$ cat src/rtl/alu_pkg.sv
// rtl/alu_pkg.sv - shared widths, ALU opcodes and issue FSM encoding
package alu_pkg;

    localparam int ALU_WIDTH  = 8;
    localparam int ALU_CTRL_W = 4;
    localparam int FIFO_DEPTH = 4;

    localparam logic [3:0] OP_ADD  = 4'h0;
    localparam logic [3:0] OP_SUB  = 4'h1;
    localparam logic [3:0] OP_MUL  = 4'h2;
    localparam logic [3:0] OP_DIV  = 4'h3;
    localparam logic [3:0] OP_SHL  = 4'h4;
    localparam logic [3:0] OP_SHR  = 4'h5;
    localparam logic [3:0] OP_ROL  = 4'h6;
    localparam logic [3:0] OP_ROR  = 4'h7;
    localparam logic [3:0] OP_AND  = 4'h8;
    localparam logic [3:0] OP_OR   = 4'h9;
    localparam logic [3:0] OP_XOR  = 4'hA;
    localparam logic [3:0] OP_NOR  = 4'hB;
    localparam logic [3:0] OP_NAND = 4'hC;
    localparam logic [3:0] OP_XNOR = 4'hD;
    localparam logic [3:0] OP_GT   = 4'hE;
    localparam logic [3:0] OP_EQ   = 4'hF;

    typedef enum logic [1:0] {
        ST_IDLE  = 2'd0,
        ST_RUN   = 2'd1,
        ST_STALL = 2'd2,
        ST_DRAIN = 2'd3
    } issue_state_t;

endpackage

$ cat src/rtl/sync_fifo.sv
// rtl/sync_fifo.sv - synchronous FIFO without fall-through; empty reads as zero
module sync_fifo #(
    parameter int DW    = 20,
    parameter int DEPTH = 4,
    localparam int AW   = $clog2(DEPTH),
    localparam int CW   = $clog2(DEPTH + 1)
) (
    input  logic          clk,
    input  logic          rst_n,
    input  logic          push,
    input  logic [DW-1:0] wdata,
    input  logic          pop,
    output logic [DW-1:0] rdata,
    output logic          full,
    output logic          empty,
    output logic [CW-1:0] count
);

    logic [DW-1:0] r_mem [DEPTH];
    logic [AW-1:0] r_wr_ptr;
    logic [AW-1:0] r_rd_ptr;
    logic [CW-1:0] r_count;
    logic          w_push;
    logic          w_pop;

    assign full  = (r_count == CW'(DEPTH));
    assign empty = (r_count == '0);
    assign count = r_count;
    assign rdata = empty ? '0 : r_mem[r_rd_ptr];

    assign w_push = push && !full;
    assign w_pop  = pop && !empty;

    always_ff @(posedge clk) begin
        if (w_push) begin
            r_mem[r_wr_ptr] <= wdata;
        end
    end

    // Pointers are log2(DEPTH) wide, so wrap-around is the natural overflow.
    always_ff @(posedge clk or negedge rst_n) begin
        if (!rst_n) begin
            r_wr_ptr <= '0;
            r_rd_ptr <= '0;
            r_count  <= '0;
        end else begin
            if (w_push) begin
                r_wr_ptr <= r_wr_ptr + AW'(1);
            end
            if (w_pop) begin
                r_rd_ptr <= r_rd_ptr + AW'(1);
            end
            case ({w_push, w_pop})
                2'b10:   r_count <= r_count + CW'(1);
                2'b01:   r_count <= r_count - CW'(1);
                default: r_count <= r_count;
            endcase
        end
    end

endmodule

$ cat src/rtl/alu_issue_unit.sv
// rtl/alu_issue_unit.sv - command FIFO, issue logic and registered result stage in front of the ALU
module alu_issue_unit
    import alu_pkg::*;
#(
    parameter int WIDTH  = ALU_WIDTH,
    parameter int CTRL_W = ALU_CTRL_W,
    parameter int DEPTH  = FIFO_DEPTH,
    localparam int CNT_W = $clog2(DEPTH + 1)
) (
    input  logic              clk,
    input  logic              rst_n,
    input  logic              in_valid,
    output logic              in_ready,
    input  logic [WIDTH-1:0]  in_a,
    input  logic [WIDTH-1:0]  in_b,
    input  logic [CTRL_W-1:0] in_ctrl,
    output logic [WIDTH-1:0]  alu_a,
    output logic [WIDTH-1:0]  alu_b,
    output logic [CTRL_W-1:0] alu_ctrl,
    input  logic [WIDTH-1:0]  alu_out,
    input  logic              alu_carry,
    output logic              res_valid,
    input  logic              res_ready,
    output logic [WIDTH-1:0]  res_data,
    output logic              res_carry,
    output logic [CTRL_W-1:0] res_ctrl,
    output logic [CNT_W-1:0]  count,
    output logic [1:0]        state
);

    localparam int CMD_W = 2 * WIDTH + CTRL_W;

    logic [CMD_W-1:0]  w_head;
    logic              w_full;
    logic              w_empty;
    logic              w_push;
    logic              w_fire;
    logic              w_next_rv;
    logic              w_next_empty;
    logic [CNT_W-1:0]  w_count;
    logic [CNT_W-1:0]  w_next_count;

    logic              r_res_valid;
    logic [WIDTH-1:0]  r_res_data;
    logic              r_res_carry;
    logic [CTRL_W-1:0] r_res_ctrl;
    issue_state_t      r_state;

    sync_fifo #(
        .DW    (CMD_W),
        .DEPTH (DEPTH)
    ) u_cmd_fifo (
        .clk   (clk),
        .rst_n (rst_n),
        .push  (w_push),
        .wdata ({in_a, in_b, in_ctrl}),
        .pop   (w_fire),
        .rdata (w_head),
        .full  (w_full),
        .empty (w_empty),
        .count (w_count)
    );

    assign w_push   = in_valid && !w_full;
    assign w_fire   = !w_empty && (!r_res_valid || res_ready);
    assign in_ready = !w_full;

    assign {alu_a, alu_b, alu_ctrl} = w_head;

    assign w_next_rv    = w_fire || (r_res_valid && !res_ready);
    assign w_next_count = w_count + CNT_W'(w_push) - CNT_W'(w_fire);
    assign w_next_empty = (w_next_count == '0);

    assign res_valid = r_res_valid;
    assign res_data  = r_res_data;
    assign res_carry = r_res_carry;
    assign res_ctrl  = r_res_ctrl;
    assign count     = w_count;
    assign state     = r_state;

    // Status predicts the coming cycle; a pending result with the consumer
    // currently not ready is reported as STALL.
    always_ff @(posedge clk or negedge rst_n) begin
        if (!rst_n) begin
            r_res_valid <= 1'b0;
            r_res_data  <= '0;
            r_res_carry <= 1'b0;
            r_res_ctrl  <= '0;
            r_state     <= ST_IDLE;
        end else begin
            if (w_fire) begin
                r_res_data  <= alu_out;
                r_res_carry <= alu_carry;
                r_res_ctrl  <= alu_ctrl;
                r_res_valid <= 1'b1;
            end else if (r_res_valid && res_ready) begin
                r_res_valid <= 1'b0;
            end

            if (w_next_empty) begin
                r_state <= w_next_rv ? ST_DRAIN : ST_IDLE;
            end else if (!w_next_rv || res_ready) begin
                r_state <= ST_RUN;
            end else begin
                r_state <= ST_STALL;
            end
        end
    end

endmodule
$ cat config.mk
export PLATFORM = sky130hd
export DESIGN_NAME = alu_issue_unit
export DESIGN_NICKNAME = d
export VERILOG_FILES = /design/src/rtl/alu_pkg.sv /design/src/rtl/sync_fifo.sv /design/src/rtl/alu_issue_unit.sv
export SDC_FILE = /design/constraint.sdc
export NUM_CORES = 1
export LEC_CHECK = 0
export BUFFER_PORTS_ARGS = -buffer_cell sky130_fd_sc_hd__buf_4
export CAP_MARGIN = 20
export CORE_MARGIN = 5
export CORE_UTILIZATION = 50
export CTS_CLUSTER_DIAMETER = 60
export DETAILED_ROUTE_END_ITERATION = 10
export PLACE_DENSITY = 0.75
export SLEW_MARGIN = 20
export SYNTH_ARGS = -nofsm -noshare
export SYNTH_HDL_FRONTEND = slang
export SYNTH_SLANG_ARGS = --single-unit
$ cat constraint.sdc
create_clock -name clk -period 2.65 [get_ports clk]
set_input_delay 0 -clock clk [delete_from_list [all_inputs] [get_ports clk]]
set_output_delay 0 -clock clk [all_outputs]
set_load 0.1 [all_outputs]
# Word level (Yosys, flattened, before mapping)
# Memory sizes are Yosys's and may differ from the RTL's.
# Index checks and enable logic that the tools add are counted.
# word_totals
register_bits,23
ramBits,80
input_bits,33
out_inout_bits,40
elab_cells,45
memories,1
# memory_table
name,words,width,read_ports,rd_clocked_by_memory_dff,wr,line,text
u_cmd_fifo.r_mem,4,20,1,0,1,sync_fifo.sv:19,logic [DW-1:0] r_mem [DEPTH];
# classes
addsub,6
eq_ne,3
mux,9
n_reduce_logical,18
# op_table
operator,count
20-bit 2-to-1 mux,1
1-bit logical AND,6
3-bit zero test,2
2-bit 2-to-1 mux,3
3-bit one-hot mux with 2 select lines,1
1-bit zero test,5
2-bit by 1-bit adder with 2-bit output (second input constant),2
1-bit 2-to-1 mux,4
2-bit nonzero test,2
3-bit by 1-bit adder with 3-bit output,1
3-bit by 1-bit adder with 3-bit output (second input constant),1
3-bit equality test (second input constant),1
1-bit logical OR,3
3-bit by 1-bit subtractor with 3-bit output,1
3-bit by 1-bit subtractor with 3-bit output (second input constant),1
2-bit by 1-bit equality test with 1-bit output (second input constant),1
2-bit equality test (second input constant),1

# Logic depth before layout (Yosys ltp)
# depth
word_depth,8
mapped_depth,10
depth_no_buf,10

# Modules after synthesis
# Synthesis repeated with hierarchy kept, for this count alone.
# hier_totals
hier_cells,213
area_unflattened_um2,4242.8
# by_module_without_submodules
mod,n_inst,cells_per_inst,area_per_inst_um2,seq_area_each_um2
sync_fifo,1,164,3533.4,2577.5
alu_issue_unit,1,49,709.4,400.4

# Worst setup path after synthesis
# Ideal clock, no wire load.
# synth_path
path_type,register -> register
from,"register u_cmd_fifo.r_count[0], in the netlist u_cmd_fifo.count[0]"
to,"register r_state[0], in the netlist state[0]"
setup_ns,0.079
t_arrival_ns,3.242
required_ns,2.571
setup_slack_ns,-0.671
stages_incl_launch_ff,11
n_path_buf,0
period_less_slack_ns,3.321
cell_sequence,dfrtp_1 -> or3b_4 -> and2_4 -> inv_1 -> ha_1 -> inv_1 -> ha_1 -> fa_1 -> xnor3_4 -> nor3_2 -> mux2i_1
# synth_via
elab_cells_between_ends,15
cone_classes,add/sub (2); eq/ne (1); mux (3); reduce/logical (9)
# synth_lines
element,line,text
start: declaration,sync_fifo.sv:22,logic [CW-1:0] r_count;
start signal: assignment,sync_fifo.sv:54,2'b10: r_count <= r_count + CW'(1);
start signal: assignment,sync_fifo.sv:55,2'b01: r_count <= r_count - CW'(1);
start signal: assignment,sync_fifo.sv:56,default: r_count <= r_count;
3-bit equality test,sync_fifo.sv:26,assign full = (r_count == CW'(DEPTH));
1-bit zero test,n/a,
via in_ready,alu_issue_unit.sv:13,"output logic in_ready,"
1-bit logical AND,alu_issue_unit.sv:64,assign w_push = in_valid && !w_full;
3-bit by 1-bit adder with 3-bit output,alu_issue_unit.sv:71,assign w_next_count = w_count + CNT_W'(w_push) - CNT_W'(w_fire);
3-bit by 1-bit subtractor with 3-bit output,alu_issue_unit.sv:71,
3-bit zero test,alu_issue_unit.sv:72,assign w_next_empty = (w_next_count == '0);
2-bit 2-to-1 mux,alu_issue_unit.sv:100,if (w_next_empty) begin
end signal: assignment,alu_issue_unit.sv:101,r_state <= w_next_rv ? ST_DRAIN : ST_IDLE;
end: declaration,alu_issue_unit.sv:47,issue_state_t r_state;
# The timed path passes the listed nets, and every way through them passes these cells.
# A chain may end at the register's enable or synchronous reset.

# Worst setup path in the final report
# layout_path
from,"register u_cmd_fifo.r_count[1], in the netlist u_cmd_fifo.count[1]"
to,"register r_state[0], in the netlist state[0]"
# layout_via
elab_chain_cells,8
elab_cells_between_ends,15
cone_classes,add/sub (2); eq/ne (1); mux (3); reduce/logical (9)
# layout_rtl
element,line
"parallel branches: the longest is 7 deep, another holds 3-bit by 1-bit adder with 3-bit output",n/a
2-bit 2-to-1 mux (*),alu_issue_unit.sv:100
# Every way passes the cells marked *.

==> run_results.csv <==
group,metric,value,unit
place,dp_hpwl,4.68,mm
final_layout,layout_common_cells,"edfxtp_1 (80), buf_4 (78), dlygate4sd3_1 (31)",
sta,whs,31.1,ps
worst_hold_path,hold_class,"in -> reg",
drt,drtIter0Drc,93,
drt,vias_per_cell,5.08,
final_layout,fin_nets,365,
sta,rsz0062_at_grt,"false",
sta,final.min_clock_period,2540,ps
drt,drc,0,
drt,dr.pass1.iters,4,
sta,fmax,0.393,GHz
logic_synthesis,yosysUniqueCellTypes,31,
clocking,cts_tree,"built",
drt,postRouteWirelength,7.62,mm
grt,antenna_found_initial,0,
critical_path,critical-path-top-delay-family,"simple AND/OR/NAND/NOR gates",
logic_synthesis,synth_seq_cells,103,
floorplanning,pin_count,73,
final_layout,layout-drive-gt1-share,44.5,%
critical_path,crit_chain,"or3b_4 -> and2_4 -> inv_2 -> ha_4 -> inv_2 -> ha_4 -> fa_2 -> xnor3_4 -> nor3_4 -> mux2i_1",
critical_path,worstSetupStartpointType,"flip-flop",
grt,track_usage,16.1,%
run_status,outcome,"completed",
place,port_buffers,72,
clocking,cts.sinks,103,
final_layout,syn2layout_area_growth,30.2,%
floorplanning,start_util,51.0,%
logic_synthesis,yosysSeqAreaShare,71.8,%
drt,via_count,2198,
grt,grt_pass1_vias,2352,
critical_path,worst-endpoint-arrival,2830,ps
clocking,clk-insertion-delay-late,370,ps
place,gp_congestion,0.726,
final_layout,antenna_cells,0,
logic_synthesis,avgSynthCellArea,19.7,sq um
drt,wl_per_cell,17.6,um
floorplanning,die_y,101,um
clocking,clk_pin_slew,110,ps
sta,worstMarginPinSlew,560,ps
final_layout,final_common_cell,"edfxtp_1",
grt,grt-ovfl-total,0,
clocking,cts_made_buffers,9,
sta,drv_slew,0,
critical_path,cp.required,2940,ps
critical_path,path_buf_inv,2,
floorplanning,rows,33,
drt,ant_nets,0,
logic_synthesis,syn_area,4150,sq um
grt,grt_pass1_wl,12.1,mm
sta,setup_viol,0,
floorplanning,die_area,10200,sq um
run,max_cap_violations,0,
clocking,cts_buffer_depth,2,
floorplanning,die_w,101,um
clocking,ctsResizeCount,0,
logic_synthesis,synth_fp_nets,252,
critical_path,cp_max_fo,5,
logic_synthesis,yosys_warnings,0,
critical_path,slowest_delay,520,ps
clocking,root_buffer,"clkbuf_8",
grt,grt_max_degree,24,
floorplanning,core_area,8130,sq um
logic_synthesis,synthCells,210,
clocking,cts_max_level,3,
sta,skew,17.5,ps
sta,hold_viol_final,0,
sta,min_period_over_period,95.9,%
sta,relSlewSlack,62.6,%
critical_path,slowest_stage,"dfrtp_4",
critical_path,setup.worst_path.end_class,"flip-flop",
critical_path,critPathKind,"reg -> reg",
==> metrics by stage <==
stage               TNS [ps]  cells  utilization [%]  worst slack, ps  cell area, sq um
floorplan               -507    210                -             -291              4190
global placement           0    384             59.6              129              4850
detailed placement         0    384             59.6             92.3              4850
CTS                        0    431             66.1             64.5              5380
global route               0    433             66.3             1.37              5400
finish                     0    433             66.3              108              5400
==> worst paths after layout <==
path	end	startpoint	slack, ps	cells after the start
hold reg to reg	res_ctrl[3]	res_ctrl[3]	520	1
hold / removal	u_cmd_fifo.r_wr_ptr[0]	in_valid	30	3
min in group asynchronous	u_cmd_fifo.count[1]	rst_n	50	2
setup / recovery	state[0]	u_cmd_fifo.count[1]	110	10
setup reg to reg	state[0]	u_cmd_fifo.count[1]	110	10
max in group asynchronous	res_valid	rst_n	2340	2
==> repair_timing <==
item	4_1_cts	5_1_grt
setup endpoints to repair	0	1
setup buffers	0	2
endpoints found under the hold margin	114	0
hold buffers	31	0
==> per-layer routing <==
layer,global-route usage [%],up-vias,share of wire [%],routed length [um]
met5,0,-,0,0
met4,6.75,0,1.8,141
met3,3.25,10,6.1,463
met2,26.5,66,52,3930
met1,20.9,1097,41,3090
li1,-,1025,-,-
==> cells by family after synthesis <==
group                      count (synthesis)  share of synthesized area [%]
AOI/OAI and AO/OA                          2                          0.302
xor gates and xnor gates                   7                           1.90
adders and majority gates                  9                           3.08
buffers and inverters                     18                           2.02
DFF                                      103                           71.8
muxes                                     36                           15.3
and+or+nand+nor                           35                           5.52
==> area by class of cell <==
| type | count | area, sq um |
|---|---|---|
| Clock inverter | 7 | 95.1 |
| Clock buffer | 9 | 124 |
| Multi-Input combinational cell | 89 | 1120 |
| Fill cell | 531 | 2740 |
| Tap cell | 105 | 131 |
| Inverter | 11 | 41.3 |
| Timing Repair Buffer | 109 | 896 |
| Sequential cell | 103 | 2990 |
==> state kept, by name (all words and copies together) (netlist names) <==
register,count
u_cmd_fifo.r_mem,80
u_cmd_fifo.r_rd_ptr,2
res_ctrl,4
state,2
res_carry,1
res_data,8
u_cmd_fifo.r_wr_ptr,2
res_valid,1
u_cmd_fifo.count,3
==> synthesized netlist by cell type (all sizes together) <==
| cell | count | area, sq um |
|---|---|---|
| and3 | 4 | 30.0 |
| mux2 | 14 | 161 |
| and2 | 21 | 134 |
| xnor3 | 1 | 26.3 |
| buf | 4 | 31.3 |
| nor3 | 2 | 15.0 |
| ha | 7 | 87.6 |
| xnor2 | 3 | 26.3 |
| nand2b | 1 | 6.26 |
| nand3 | 1 | 5.00 |
| mux2i | 2 | 20.0 |
| or3b | 1 | 11.3 |
| mux4 | 20 | 454 |
| fa | 2 | 40.0 |
| nor2b | 1 | 6.26 |
| inv | 11 | 41.3 |
| edfxtp | 80 | 2400 |
| dfrtp | 23 | 576 |
| clkbuf | 3 | 11.3 |
| or3 | 1 | 7.51 |
| xor2 | 3 | 26.3 |
| a21oi | 1 | 5.00 |
| a21o | 1 | 7.51 |
| nor2 | 3 | 13.8 |
==> tightest hold or removal path: cells and delay by family <==
| kind | cells | cell delay (ps) |
|---|---|---|
| buffers and inverters | 1 | 110 |
| and+or+nand+nor | 1 | 170 |
| xor gates and xnor gates | 1 | 70 |
Power is not shown: default switching activity piles up to over one toggle a cycle in this logic, so the estimate is an artifact.
